$ cat src/rtl/lector_cuenta.sv
// lector_cuenta: takes snapshots of the live event count on request and streams
// a 4-byte report (count hi/lo, delta hi/lo) over a valid/ready byte port.
// A hysteresis alarm on the live count runs independently of the report.
module lector_cuenta #(
    parameter logic [15:0] UMBRAL_ALTO = 16'hF000,
    parameter logic [15:0] UMBRAL_BAJO = 16'h1000
) (
    input  logic        clk,
    input  logic        reset,
    input  logic [15:0] cuenta,
    input  logic        solicitud,
    input  logic        listo,
    output logic [7:0]  dato_out,
    output logic        valido,
    output logic        ocupado,
    output logic        alarma,
    output logic [7:0]  perdidas
);

    typedef enum logic [2:0] {IDLE, B3, B2, B1, B0} estado_t;

    estado_t     estado;
    logic [7:0]  snap_lo;    // low byte of the snapshot; the high byte is emitted straight from cuenta
    logic [15:0] delta;
    logic [15:0] prev;
    logic        pendiente;

    logic aceptado;
    logic ultimo;
    logic arranque;

    // Handshake decode: byte transfer, final-byte accept and frame start.
    always_comb begin
        aceptado = valido && listo;
        ultimo   = (estado == B0) && aceptado;
        // A frame starts from IDLE on a request, or back-to-back on the final
        // accept when a request is pending or arriving at that same edge.
        arranque = ((estado == IDLE) && solicitud) || (ultimo && (pendiente || solicitud));
    end

    // Report FSM with registered byte outputs, request queueing and drop counter.
    always_ff @(posedge clk or negedge reset) begin
        if (!reset) begin
            estado    <= IDLE;
            snap_lo   <= '0;
            delta     <= '0;
            prev      <= '0;
            pendiente <= 1'b0;
            dato_out  <= '0;
            valido    <= 1'b0;
            ocupado   <= 1'b0;
            perdidas  <= '0;
        end else begin
            // NOTE: non-blocking assignments let every branch read the pre-edge
            // state, so prev and delta update together without ordering hazards.
            if (arranque) begin
                snap_lo   <= cuenta[7:0];
                delta     <= cuenta - prev;       // modulo 2^16, wrap is intended
                prev      <= cuenta;
                estado    <= B3;
                dato_out  <= cuenta[15:8];
                valido    <= 1'b1;
                ocupado   <= 1'b1;
                // A request coinciding with the restart becomes the new pending one.
                pendiente <= pendiente && solicitud;
            end else if (aceptado) begin
                case (estado)
                    B3: begin
                        estado   <= B2;
                        dato_out <= snap_lo;
                    end
                    B2: begin
                        estado   <= B1;
                        dato_out <= delta[15:8];
                    end
                    B1: begin
                        estado   <= B0;
                        dato_out <= delta[7:0];
                    end
                    default: begin
                        estado   <= IDLE;
                        dato_out <= '0;
                        valido   <= 1'b0;
                        ocupado  <= 1'b0;
                    end
                endcase
            end

            // Requests while busy: keep one pending, count the rest as dropped.
            if ((estado != IDLE) && !ultimo && solicitud) begin
                if (!pendiente) begin
                    pendiente <= 1'b1;
                end else if (perdidas != 8'hFF) begin
                    perdidas <= perdidas + 8'd1;
                end
            end
        end
    end

    // Hysteresis alarm: set at or above the high level, clear below the low level.
    always_ff @(posedge clk or negedge reset) begin
        if (!reset) begin
            alarma <= 1'b0;
        end else if (cuenta >= UMBRAL_ALTO) begin
            alarma <= 1'b1;
        end else if (cuenta < UMBRAL_BAJO) begin
            alarma <= 1'b0;
        end
    end

endmodule

$ cat config.mk
export PLATFORM = sky130hd
export DESIGN_NAME = lector_cuenta
export DESIGN_NICKNAME = d
export VERILOG_FILES = /design/src/rtl/lector_cuenta.sv
export SDC_FILE = /design/constraint.sdc
export NUM_CORES = 1
export LEC_CHECK = 0
export ABC_CLOCK_PERIOD_IN_PS = 4400
export CORE_MARGIN = 2
export CORE_UTILIZATION = 50
export CTS_CLUSTER_SIZE = 40
export DETAILED_ROUTE_END_ITERATION = 8
export HOLD_SLACK_MARGIN = 0.05
export PLACE_DENSITY = 0.73
export SYNTH_ARGS = -nofsm -noshare
export SYNTH_HDL_FRONTEND = slang
export SYNTH_SLANG_ARGS = --single-unit
$ cat constraint.sdc
create_clock -name clk -period 4.4 [get_ports clk]
set_input_delay 1.1 -clock clk [delete_from_list [all_inputs] [get_ports clk]]
set_output_delay 1.1 -clock clk [all_outputs]
set_load 0.05 [all_outputs]
# Word-level counts from Yosys, hierarchy flattened

Index checks and enable logic that the tools add are counted.

Register bits: 62
Bits of input ports: 20
Logic and storage cells: 50
Output and inout bits: 19

Order comparisons: 2
Add/subtract/negate cells: 2
Equal/unequal tests: 6
Reduce and logical (&&, ||, !) cells: 17
Mux-type cells: 14

Operators with widths:

| kind                                                         | count |
|---|---|
| one-hot mux 8 bit (3 select lines)                           | 1 |
| >= comparator 16 bit, second input constant                  | 1 |
| less-than comparator 16 x 13 -> 1 bit, second input constant | 1 |
| two-way mux 8 bit                                            | 2 |
| subtractor 16 bit                                            | 1 |
| one-hot mux 3 bit (3 select lines)                           | 1 |
| adder 8 x 1 -> 8 bit, second input constant                  | 1 |
| two-way mux 1 bit                                            | 8 |
| inequality test 8 bit, second input constant                 | 1 |
| logical AND 1 bit                                            | 7 |
| equality test 3 x 2 -> 1 bit, second input constant          | 2 |
| two-way mux 3 bit                                            | 2 |
| nonzero test 2 bit                                           | 2 |
| equality test 3 x 1 -> 1 bit, second input constant          | 1 |
| equality test 3 bit, second input constant                   | 1 |
| logical NOT 3 bit                                            | 1 |
| AND reduction 3 bit                                          | 1 |
| nonzero test 3 bit                                           | 1 |
| OR reduction 3 bit                                           | 1 |
| logical OR 1 bit                                             | 2 |
| inequality test 2 x 1 -> 1 bit, second input constant        | 1 |
| AND reduction 2 bit                                          | 1 |
| logical NOT 1 bit                                            | 1 |

# Depth between registers and ports, before layout

Depth in word-level cells: 7
Depth in mapped cells: 9
Mapped depth without buffers: 9

# Worst setup path before layout

No wires, ideal clock.

Kind: input to register
From: input port cuenta[0]
To: register delta[12]
Data arrival time: 2678 ps
Buffers on the path: 0
Stages on the path: 9
Required time: 4275 ps
Path slack: 1597 ps
Setup time: 125 ps
Cell sequence: inv_1 -> ha_1 -> fa_1 -> nor2b_1 -> o31a_1 -> o311ai_1 -> o21ai_0 -> xor2_1 -> mux2_2

Word-level cells in the longest chain between the ends: 1

Ends and longest elaborated chain:

| what                 | RTL line | text |
|---|---|---|
| from (decl)          | 10       | `input logic [15:0] cuenta,` |
| subtractor 16 bit    | 58       | `delta <= cuenta - prev;` |
| to (signal assigned) | 58       |  |
| to (decl)            | 24       | `logic [15:0] delta;` |

Every way passes these cells.
A chain may end at the register's enable or synchronous reset.

# Worst setup path in the final report

Same ends and word-level chain as after synthesis.

==> results.tsv <==
stage	metric	value	unit
run_status	outcome	finished, final reports clean	
clock_tree	CTS resizes	0	
worst_setup_path	critical-path maximum fanout	4	
worst_setup_path	cells on worst reg2reg path	5	
clock_tree	Num CTS Buffers	5	
floorplan	initial cell density of the core	51.92	%
sta	Fmax achieved	307.0	MHz
sta	minimum clock period	3.258	ns
sta	clock skew	0.007546	ns
worst_setup_path	crit path to	delta[12]$_DFFE_PN0N_	
placement	RePlAce Congestion	0.8920	
worst_setup_path	Worst Setup End Kind	flop	
sta	RSZ-0062 raised after global routing	no	
min_path	worst hold-check path type	flop to flop	
sta	TNS Setup	0	ns
global_routing	total gr overflow	0	
layout	area of the multi-input gates	0.001578	sq mm
clock_tree	CTS tree	done	
synthesis	number of synthesized flops with an enable pin	0	
sta	final worst-path cycle share	74.04	%
synthesis	Synth area leader	dfrtp_1	
layout	Total Nets Final	416	
global_routing	first-pass GRT wire length	11540	um
synthesis	post-synthesis cell area	0.003074	sq mm
clock_tree	clock slew at reported path FFs	0.09	ns
drt	WL/cell	15.44	um
synthesis	register bit total from synthesis	54	
global_routing	initial antenna violation count	0	
worst_setup_path	cell chain of the critical path	clkdlybuf4s50_1, inv_1, ha_1, fa_1, nor2b_1, o31a_1, o311ai_1, o21ai_0, xor2_1, mux2_2	
sta	Slew Limit Fails	0	
global_routing	vias in the first global route	2397	
flow_run	MaxCap Viol Count	0	
synthesis	number of unique standard cell types used by synthesis	53	
power	maximum vdd ir drop	374.9	uV
drt	Via density	5.734	
clock_tree	clk root buf	clkbuf_8	
synthesis	main flop type after synthesis	dfrtp_1	
power	Leak Pwr	0.001561	uW
layout	fillcell total	538	
drt	DRT Wirelength	7026	um
synthesis	synth top area cells	dfrtp_1 44%, nand2_1 7.1%, o21ai_0 7.0%, ha_1 6.5%, a21oi_1 3.1%	
placement	input/output buffers	38	
clock_tree	CTS Sinks	54	
global_routing	pin count of the biggest net entering global routing	37	
synthesis	most common library cells after synthesis	58 x nand2_1, 54 x dfrtp_1, 43 x o21ai_0	
synthesis	share of the synthesized area in the top cell type	43.96	%
floorplan	Chip Width	82.41	um
floorplan	num rows	28	
clock_tree	setup bufs post-CTS	0	
clock_tree	CTS Buffer Depth	2	
drt	ANT nets after route	0	
sta	final hold vios	0	
worst_setup_path	Startpoint Class	primary input	
synthesis	sequential fraction of the synthesis area	43.96	%
power	power per cell area	780.5	mW/mm^2
layout	ant diodes	0	
drt	Pre-antenna DRT Iters	4	
worst_setup_path	Critical Path Start	cuenta[0]	
layout	Final Util	60.95	%
synthesis	post-synthesis cell count	346	
drt	drc violations	0	
global_routing	total track usage	22.63	%
synthesis	syn avg cell area	8.885	sq um
synthesis	asr flop ratio synth	100.0	%
floorplan	Placeable Area	0.005921	sq mm
worst_setup_path	Worst Path Required	4.60	ns
worst_setup_path	crit path DAT	3.46	ns
floorplan	io pins	39	
layout	P&R area growth vs syn	17.38	%
worst_setup_path	r2r endpoint	delta[4]$_DFFE_PN0N_	
synthesis	syn nets	383	
worst_setup_path	Worst path slowest cell	clkdlybuf4s50_1	
sta	Max-slew headroom	30.90	%
floorplan	die area	0.006791	sq mm
worst_setup_path	worst setup path category	primary input to flop	
clock_tree	hold buffer count at CTS	0	
clock_tree	H-tree levels	2	
sta	Worst-Margin Slew	1.036	ns
drt	DR vias	2609	
clock_tree	worst-skew pair later-pin latency	0.31	ns
synthesis	Synthesis Warnings	0	
placement	dpl ws	0.8371	ns
synthesis	count leader, synth	nand2_1	
sta	PnR worst setup slack	1.142	ns
worst_setup_path	Critical Path Max Stage Delay	0.45	ns
worst_setup_path	r2r setup slk	2.00	ns
layout	ratio of cells with drive above 1 in the final layout	5.789	%
floorplan	Die H	82.41	um
sta	setup violators final	0	
drt	DRT iter0 DRCs	162	
worst_setup_path	Crit Reg-Reg Startpoint	estado[1]$_DFFE_PN0P_	
layout	FF/Latch Area	0.001351	sq mm
placement	dpl hpwl	5306	um
[report_power, final]
| part | switching (uW) | internal (uW) | total, uW | leakage (uW) |
|---|---|---|---|---|
| Combinational | 968 | 604 | 1570 | 0.000837 |
| Clock | 156 | 168 | 324 | 0.0000579 |
| Sequential | 194 | 726 | 920 | 0.000667 |
| Total | 1320 | 1500 | 2820 | 0.00156 |
[flip-flops by register name (all words and copies together) (netlist names)]
| register | count |
|---|---|
| delta | 16 |
| estado | 3 |
| ocupado | 1 |
| alarma | 1 |
| prev | 9 |
| perdidas | 8 |
| snap_lo | 7 |
| dato_out | 8 |
| pendiente | 1 |
[per-layer routing]
metal	global-route usage, %	wire length [um]
met5	0	0
met4	7.333	125
met3	4.022	388
met2	37.42	3430
met1	30.08	3082
[worst max-delay path: cells and delay by family]
family	cells	cell delay [ns]
AO/OA/AOI/OAI	3	0.69
adder cells (fa/ha/maj)	2	0.62
buffers and inverters	2	0.51
multiplexers	1	0.26
AND/OR/NAND/NOR	1	0.18
XOR/XNOR	1	0.10
[metrics by stage]
stage,instances,power [uW],hold WS [ns],instance area [sq um]
finish,455,2816,0.4904,3608
global route,455,3064,0.5150,3608
CTS,455,2824,0.4925,3608
detailed placement,447,2489,0.4705,3500
global placement,447,2427,0.4621,3500
floorplan,346,2060,0.4444,3074
[logic make-up (layout without fill, tap and decap cells)]
| group | after synthesis | after routing | share of synthesized area [%] |
|---|---|---|---|
| AOI/OAI and AO/OA | 103 | 103 | 20.96 |
| xor gates and xnor gates | 16 | 16 | 4.559 |
| DFF | 54 | 54 | 43.96 |
| and+or+nand+nor | 116 | 116 | 16.81 |
| adders and majority gates | 17 | 17 | 7.163 |
| buffers and inverters | 35 | 69 | 4.803 |
| muxes | 5 | 5 | 1.750 |
[layout by cell type, fill, tap and decap left out, types with 9 or more instances in the layout]
cell	Yosys	layout
ha_1	16	16
clkdlybuf4s50_1	0	37
dfrtp_1	54	54
nor2_1	20	19
nand2_1	58	58
nor3_1	9	9
o21ai_0	43	43
a21oi_1	19	19
inv_1	19	19
[worst min-delay path by stage]
stage | end | slack (ns) | cells after the start | start
floorplan | delta[0]$_DFFE_PN0N_ | 0.44 | 2 | delta[0]$_DFFE_PN0N_
global placement | delta[7]$_DFFE_PN0N_ | 0.46 | 2 | delta[7]$_DFFE_PN0N_
detailed placement | delta[5]$_DFFE_PN0N_ | 0.47 | 2 | delta[5]$_DFFE_PN0N_
CTS | delta[5]$_DFFE_PN0N_ | 0.49 | 2 | delta[5]$_DFFE_PN0N_
global route | delta[4]$_DFFE_PN0N_ | 0.51 | 1 | delta[4]$_DFFE_PN0N_
finish | delta[1]$_DFFE_PN0N_ | 0.49 | 2 | delta[1]$_DFFE_PN0N_
[area by class of cell]
type                       instances  share of cell area (%)
clock buffer                       5                   1.907
clock inverter                     3                   1.110
inverter                          19                   1.976
multi-input combinational        257                   43.72
sequential                        54                   37.45
tap                               75                   2.601
timing repair buffer              42                   11.23
Note: power is estimated with default switching activity, not from simulation.
